### src/rtl/mem_port_arbiter.sv
// rtl/mem_port_arbiter.sv - shares one variable-latency memory port between fetch and memory stage
module mem_port_arbiter #(
   parameter int AW           = 32,
   parameter int DW           = 32,
   parameter int STARVE_LIMIT = 4,
   parameter int TIMEOUT      = 255
) (
   input  logic          clk,
   input  logic          rst,
   input  logic          if_req,
   input  logic [AW-1:0] if_addr,
   output logic [DW-1:0] if_rdata,
   output logic          if_ready,
   output logic          if_busy,
   input  logic          mm_req,
   input  logic          mm_we,
   input  logic [AW-1:0] mm_addr,
   input  logic [DW-1:0] mm_wdata,
   output logic [DW-1:0] mm_rdata,
   output logic          mm_ready,
   output logic          mm_busy,
   output logic          err,
   output logic          mem_req,
   output logic          mem_we,
   output logic [AW-1:0] mem_addr,
   output logic [DW-1:0] mem_wdata,
   input  logic          mem_ack,
   input  logic [DW-1:0] mem_rdata
);

   localparam int SW = (STARVE_LIMIT > 0) ? $clog2(STARVE_LIMIT + 1) : 1;
   localparam int TW = (TIMEOUT > 1) ? $clog2(TIMEOUT + 1) : 1;
   localparam logic [SW-1:0] STARVE_MAX = SW'(STARVE_LIMIT);
   localparam logic [TW-1:0] TMO_LAST   = TW'((TIMEOUT > 0) ? TIMEOUT - 1 : 0);

   typedef enum logic [1:0] {
      IDLE = 2'd0,
      BUSY = 2'd1,
      DONE = 2'd2
   } state_t;

   state_t        state;
   state_t        state_next;
   logic          start;
   logic          pick_mm;
   logic          ack_done;
   logic          tmo_done;
   logic          grant_mm;
   logic [SW-1:0] starve_cnt;
   logic [TW-1:0] tmo_cnt;
   logic [DW-1:0] done_data;

   assign if_busy   = if_req & ~if_ready;
   assign mm_busy   = mm_req & ~mm_ready;
   assign done_data = tmo_done ? '0 : mem_rdata;

   always_ff @(posedge clk or negedge rst) begin
      if (!rst) begin
         state <= IDLE;
      end else begin
         state <= state_next;
      end
   end

   always_comb begin
      state_next = state;
      start      = 1'b0;
      pick_mm    = 1'b0;
      ack_done   = 1'b0;
      tmo_done   = 1'b0;
      case (state)
         IDLE: begin
            if (if_req || mm_req) begin
               start      = 1'b1;
               // fetch takes a conflict once it has lost STARVE_LIMIT in a row
               pick_mm    = mm_req && !(if_req && (starve_cnt >= STARVE_MAX));
               state_next = BUSY;
            end
         end
         BUSY: begin
            if (mem_ack) begin
               ack_done   = 1'b1;
               state_next = DONE;
            end else if ((TIMEOUT != 0) && (tmo_cnt == TMO_LAST)) begin
               tmo_done   = 1'b1;
               state_next = DONE;
            end
         end
         DONE: begin
            state_next = IDLE;
         end
         default: begin
            state_next = IDLE;
         end
      endcase
   end

   always_ff @(posedge clk or negedge rst) begin
      if (!rst) begin
         grant_mm   <= 1'b0;
         mem_req    <= 1'b0;
         mem_we     <= 1'b0;
         mem_addr   <= '0;
         mem_wdata  <= '0;
         if_rdata   <= '0;
         mm_rdata   <= '0;
         if_ready   <= 1'b0;
         mm_ready   <= 1'b0;
         err        <= 1'b0;
         starve_cnt <= '0;
         tmo_cnt    <= '0;
      end else begin
         if_ready <= 1'b0;
         mm_ready <= 1'b0;
         err      <= 1'b0;
         if (start) begin
            grant_mm  <= pick_mm;
            mem_req   <= 1'b1;
            mem_we    <= pick_mm & mm_we;
            mem_addr  <= pick_mm ? mm_addr : if_addr;
            mem_wdata <= pick_mm ? mm_wdata : '0;
            tmo_cnt   <= '0;
            if (!pick_mm) begin
               starve_cnt <= '0;
            end else if (if_req && (starve_cnt < STARVE_MAX)) begin
               starve_cnt <= starve_cnt + 1'b1;
            end
         end
         if (state == BUSY) begin
            tmo_cnt <= tmo_cnt + 1'b1;
         end
         if (ack_done || tmo_done) begin
            mem_req <= 1'b0;
            err     <= tmo_done;
            if (grant_mm) begin
               mm_rdata <= done_data;
               mm_ready <= 1'b1;
            end else begin
               if_rdata <= done_data;
               if_ready <= 1'b1;
            end
         end
      end
   end

endmodule

### config.mk
export PLATFORM = sky130hd
export DESIGN_NAME = mem_port_arbiter
export DESIGN_NICKNAME = d
export VERILOG_FILES = /design/src/rtl/mem_port_arbiter.sv
export SDC_FILE = /design/constraint.sdc
export NUM_CORES = 1
export LEC_CHECK = 0
export ABC_CLOCK_PERIOD_IN_PS = 2460
export CAP_MARGIN = 15
export CORE_MARGIN = 10
export CORE_UTILIZATION = 43
export DETAILED_ROUTE_END_ITERATION = 8
export GPL_TIMING_DRIVEN = 0
export PLACE_DENSITY = 0.87
export SLEW_MARGIN = 20
export SYNTH_ARGS = -nofsm -noshare
export SYNTH_HDL_FRONTEND = slang
export SYNTH_SLANG_ARGS = --single-unit
### constraint.sdc
create_clock -name clk -period 2.46 [get_ports clk]
set_clock_uncertainty 0.15 [all_clocks]
set_input_delay 0.369 -clock clk [delete_from_list [all_inputs] [get_ports clk]]
set_output_delay 0.369 -clock clk [all_outputs]
set_load 0.05 [all_outputs]
=== Word-level counts from Yosys, hierarchy flattened ===
Cells that the tools add are included.

* Flip-flop bits (word level): 147
* Output and inout bits: 135
* Input bits: 134

* Equal/unequal tests: 5
* Bitwise logic cells: 6
* Order comparisons: 2
* Reductions and logical operators: 13
* Add/subtract/negate cells: 2
* Multiplexer cells: 27

{| class="wikitable"
|+ Operator list
! kind !! number
|-
| 2-to-1 mux 32 bit || 3
|-
| 2-to-1 mux 1 bit || 16
|-
| 2-to-1 mux 8 bit || 2
|-
| adder 8 x 1 -> 8 bit, second input constant || 1
|-
| == test 8 bit, second input constant || 1
|-
| AND reduction 2 bit || 4
|-
| 2-to-1 mux 2 bit || 3
|-
| 2-to-1 mux 3 bit || 2
|-
| one-hot mux 2 bit (2 select lines) || 1
|-
| nonzero test 2 bit || 2
|-
| adder 3 x 1 -> 3 bit, second input constant || 1
|-
| AND 1 bit || 3
|-
| greater-or-equal comparator 3 bit, second input constant || 1
|-
| logical AND 1 bit || 3
|-
| less-than comparator 3 bit, second input constant || 1
|-
| != test 3 bit, second input constant || 1
|-
| NOT 1 bit || 3
|-
| == test 2 x 1 -> 1 bit, second input constant || 1
|-
| zero test 2 bit || 1
|-
| logical OR 1 bit || 2
|-
| != test 2 x 1 -> 1 bit, second input constant || 1
|-
| != test 2 bit, second input constant || 1
|-
| zero test 1 bit || 1
|}

=== Depth between registers and ports, before layout ===
* Depth after elaboration: 8
* Mapped depth: 6

=== Worst setup path before layout ===
No wires, ideal clock.

* Path kind: input port to output port
* Start point: in if_req
* End point: out if_busy
* Path slack: 0.393 ns
* Data arrival time: 1.548 ns
* Stages on the path: 3
* Cell sequence: buf_2 > clkbuf_1 > nor2b_1

* Cells in the longest elaborated chain, start to end: 1

{| class="wikitable"
|+ Ends and longest elaborated chain
! what !! RTL line !! RTL
|-
| from (decl) || 10 || <nowiki>input logic if_req,</nowiki>
|-
| AND 1 bit || 53 || <nowiki>assign if_busy = if_req & ~if_ready;</nowiki>
|-
| to (decl) || 14 || <nowiki>output logic if_busy,</nowiki>
|}

Every way passes these cells.

=== Worst setup path in the final report ===
Ends and elaborated chain as after synthesis.

==> flow_summary.toml <==
[worst_setup_path]
max_stage_delay_ns = 0.47
worstSetupStartpointType = "input port"
path_cells = "clkdlybuf4s50_1 -> buf_2 -> clkbuf_2 -> nor2b_1 -> buf_2"
cp_max_fo = 10
crit_required_ns = 1.94
slowest_stage = "clkdlybuf4s50_1"
rr_worst_depth = 5
path_class = "input port to output pin"
crit_arrival_ns = 1.80
crit_path_frequent_cell = "buf_2"
crit_path_end_kind = "output pin"

[power]
powerDensity_nw_per_um2 = 1461
finalPower_mw = 14.74
max-vdd-ir-drop_uv = 934.9
power_leakage_nw = 4.262

[clock_network]
cts_root_buffer = "clkbuf_16"
clk_path_buf_depth = 2
clock-sinks = 147
tritoncts = "done"
h-tree-depth = 4
numCtsBuffers = 17
clock_latency_ns = 0.42
cts_setup_buffers = 0
path_clk_slew_ns = 0.06

[synth]
synth_area_leaders = "dfrtp_1, a22o_1, a21o_1, o2111ai_1, o211ai_1"
muxShareOfSynthArea = 0.003072
synth-simple-area-share = 0.03475
yosysUniqueCellTypes = 40
ys.flop_type = "dfrtp_1"
async_flop_share = 1.000
synth-adder-area-share = 0.005759
ys_ff_latch = 147
seq_area_frac_synth = 0.5644
syn_nets = 694
synth_edf_count = 0
synth_compound_gate_area_share = 0.3273
avgSynthCellArea_sq_um = 11.70
synth_top_area_frac = 0.5644
ys_warn_count = 0
synthCells = 557
yosysTopAreaCell = "dfrtp_1"
synth_top_family_by_area = "compound AO/OA/AOI/OAI gates"
syn_area_sq_um = 6518
synth-xor-area-share = 0.002688

[drt]
vias = 5949
drt.antenna.violating_nets = 0
drc = 0
routed_wl_um = 22260
firstDrtPassIters = 4
drtIter0Drc = 323
wl_per_cell_um = 21.36
vias_per_cell = 5.709

[placement]
dpl.hpwl_um = 16260
place_area_sq_um = 9463
post-place-ws_ns = -0.5010
place_congestion = 0.8303
io_buffers = 268

[floorplan]
die_area_sq_um = 20480
core_area_sq_um = 14700
initial_core_util = 0.4434
chipWidth_um = 143.1
die_h_um = 143.1
io_pins = 269
num_rows = 44

[grt]
track_usage = 0.2154
grt_pass1_wl_um = 34800
grt_max_degree = 79
antenna_found_initial = 1
grt_pass1_vias = 6186
grt_overflow_total = 0

[sta]
fin_crit_sh = 0.9428
slew_violations = 0
fmax_mhz = 431.2
worstMarginPinSlew_ns = 0.6885
setup_viol = 0
hold_violations = 0
relSlewSlack = 0.5379
period_minus_slack_ns = 2.319
fin_ws_ns = 0.1408
rsz0062_at_grt = "no"

[run_status]
status = "finished, final reports clean"

[final_layout]
nets = 982
drive_gt1_frac = 0.06768
layout_commonest_cell = "clkdlybuf4s50_1"
area_growth_pct = 54.71
design_area_sq_um = 10080
final_cell_mix = "clkdlybuf4s50_1, dfrtp_1, a22o_1, a21o_1, clkbuf_1"

[job]
drv_cap = 0

[min_path]
hp-class = "flip-flop to flip-flop"
min_delay_path_depth = 1
-- power breakdown --
| group | internal, mW | switching (mW) |
|---|---|---|
| clock | 1.72 | 0.979 |
| combinational | 3.04 | 5.07 |
| sequential | 3.34 | 0.588 |
| total | 8.10 | 6.64 |
-- kinds of logic after synthesis --
| kind of cell | count (synthesis) |
|---|---|
| buffers and inverters | 90 |
| xor gates and xnor gates | 2 |
| AOI/OAI and AO/OA | 274 |
| and+or+nand+nor | 39 |
| DFF | 147 |
| adders and majority gates | 3 |
| muxes | 2 |
-- area by class of cell --
type	count	area, sq um
antenna	1	2.502
buffer	55	274.0
clock buffer	22	494.2
clock inverter	9	126.4
fill	1100	4616
inverter	34	127.6
multi-input combinational	320	2435
sequential	147	3679
tap	184	230.2
timing repair buffer	270	2715
-- path summary, 6_finish.rpt --
kind / startpoint / to / slack, ns
max in group asynchronous: rst / mm_rdata[6] / 1.01
max: if_req / if_busy / 0.14
min: mem_wdata[1] / mem_wdata[1] / 0.34
min reg2reg: mem_wdata[1] / mem_wdata[1] / 0.34
max reg2reg: state[1] / mem_wdata[26] / 0.40
min in group asynchronous: rst / mem_addr[20] / 0.37
-- cell usage after synthesis (3+ instances only) --
cell / instances
nand3_1: 5
dfrtp_1: 147
ha_1: 3
buf_2: 11
buf_8: 3
o211ai_1: 33
nand2_1: 7
a22o_1: 97
o21ai_0: 36
o2111ai_1: 32
inv_1: 34
clkbuf_1: 39
and4b_1: 3
a21o_1: 66
nor2_1: 8
-- state kept, by name (all words and copies together), names as in the netlist, 2 cells and up --
name,cells
mem_wdata,32
mem_addr,32
starve_cnt,3
mm_rdata,32
if_rdata,32
state,2
tmo_cnt,8
-- per-stage QoR --
stage | util | setup TNS (ns) | hold WS (ns) | std cells
after global routing | 0.6860 | 0 | 0.3555 | 1042
final | 0.6860 | 0 | 0.3447 | 1042
after detailed placement | 0.6438 | -0.9671 | 0.2495 | 1010
after CTS | 0.6866 | 0 | 0.3508 | 1041
after global placement | 0.6416 | -761.29 | 0.3215 | 1009
after floorplan | - | 0 | -0.07659 | 557
-- critical path, delay by kind of cell --
kind / cells / cell delay, ns
buf+inv: 4 / 1.24
simple gates: 1 / 0.18
-- per-layer routing --
layer,share of wire,global-route usage,wire (um),up-vias
met5,0,0,0,-
met2,0.47,0.3432,10470,236
met4,0.039,0.1080,876,0
li1,-,-,-,2717
met1,0.40,0.2540,8868,2946
met3,0.092,0.07430,2041,50
-- repair_timing --
action                                  4_1_cts  5_1_grt
hold buffers                                  1        0
endpoints found under the hold margin        77        0
gates resized for setup                       6        3
pin swaps                                     0        0
endpoints found under the setup margin        2        2
(Power assumes the default switching activity.)
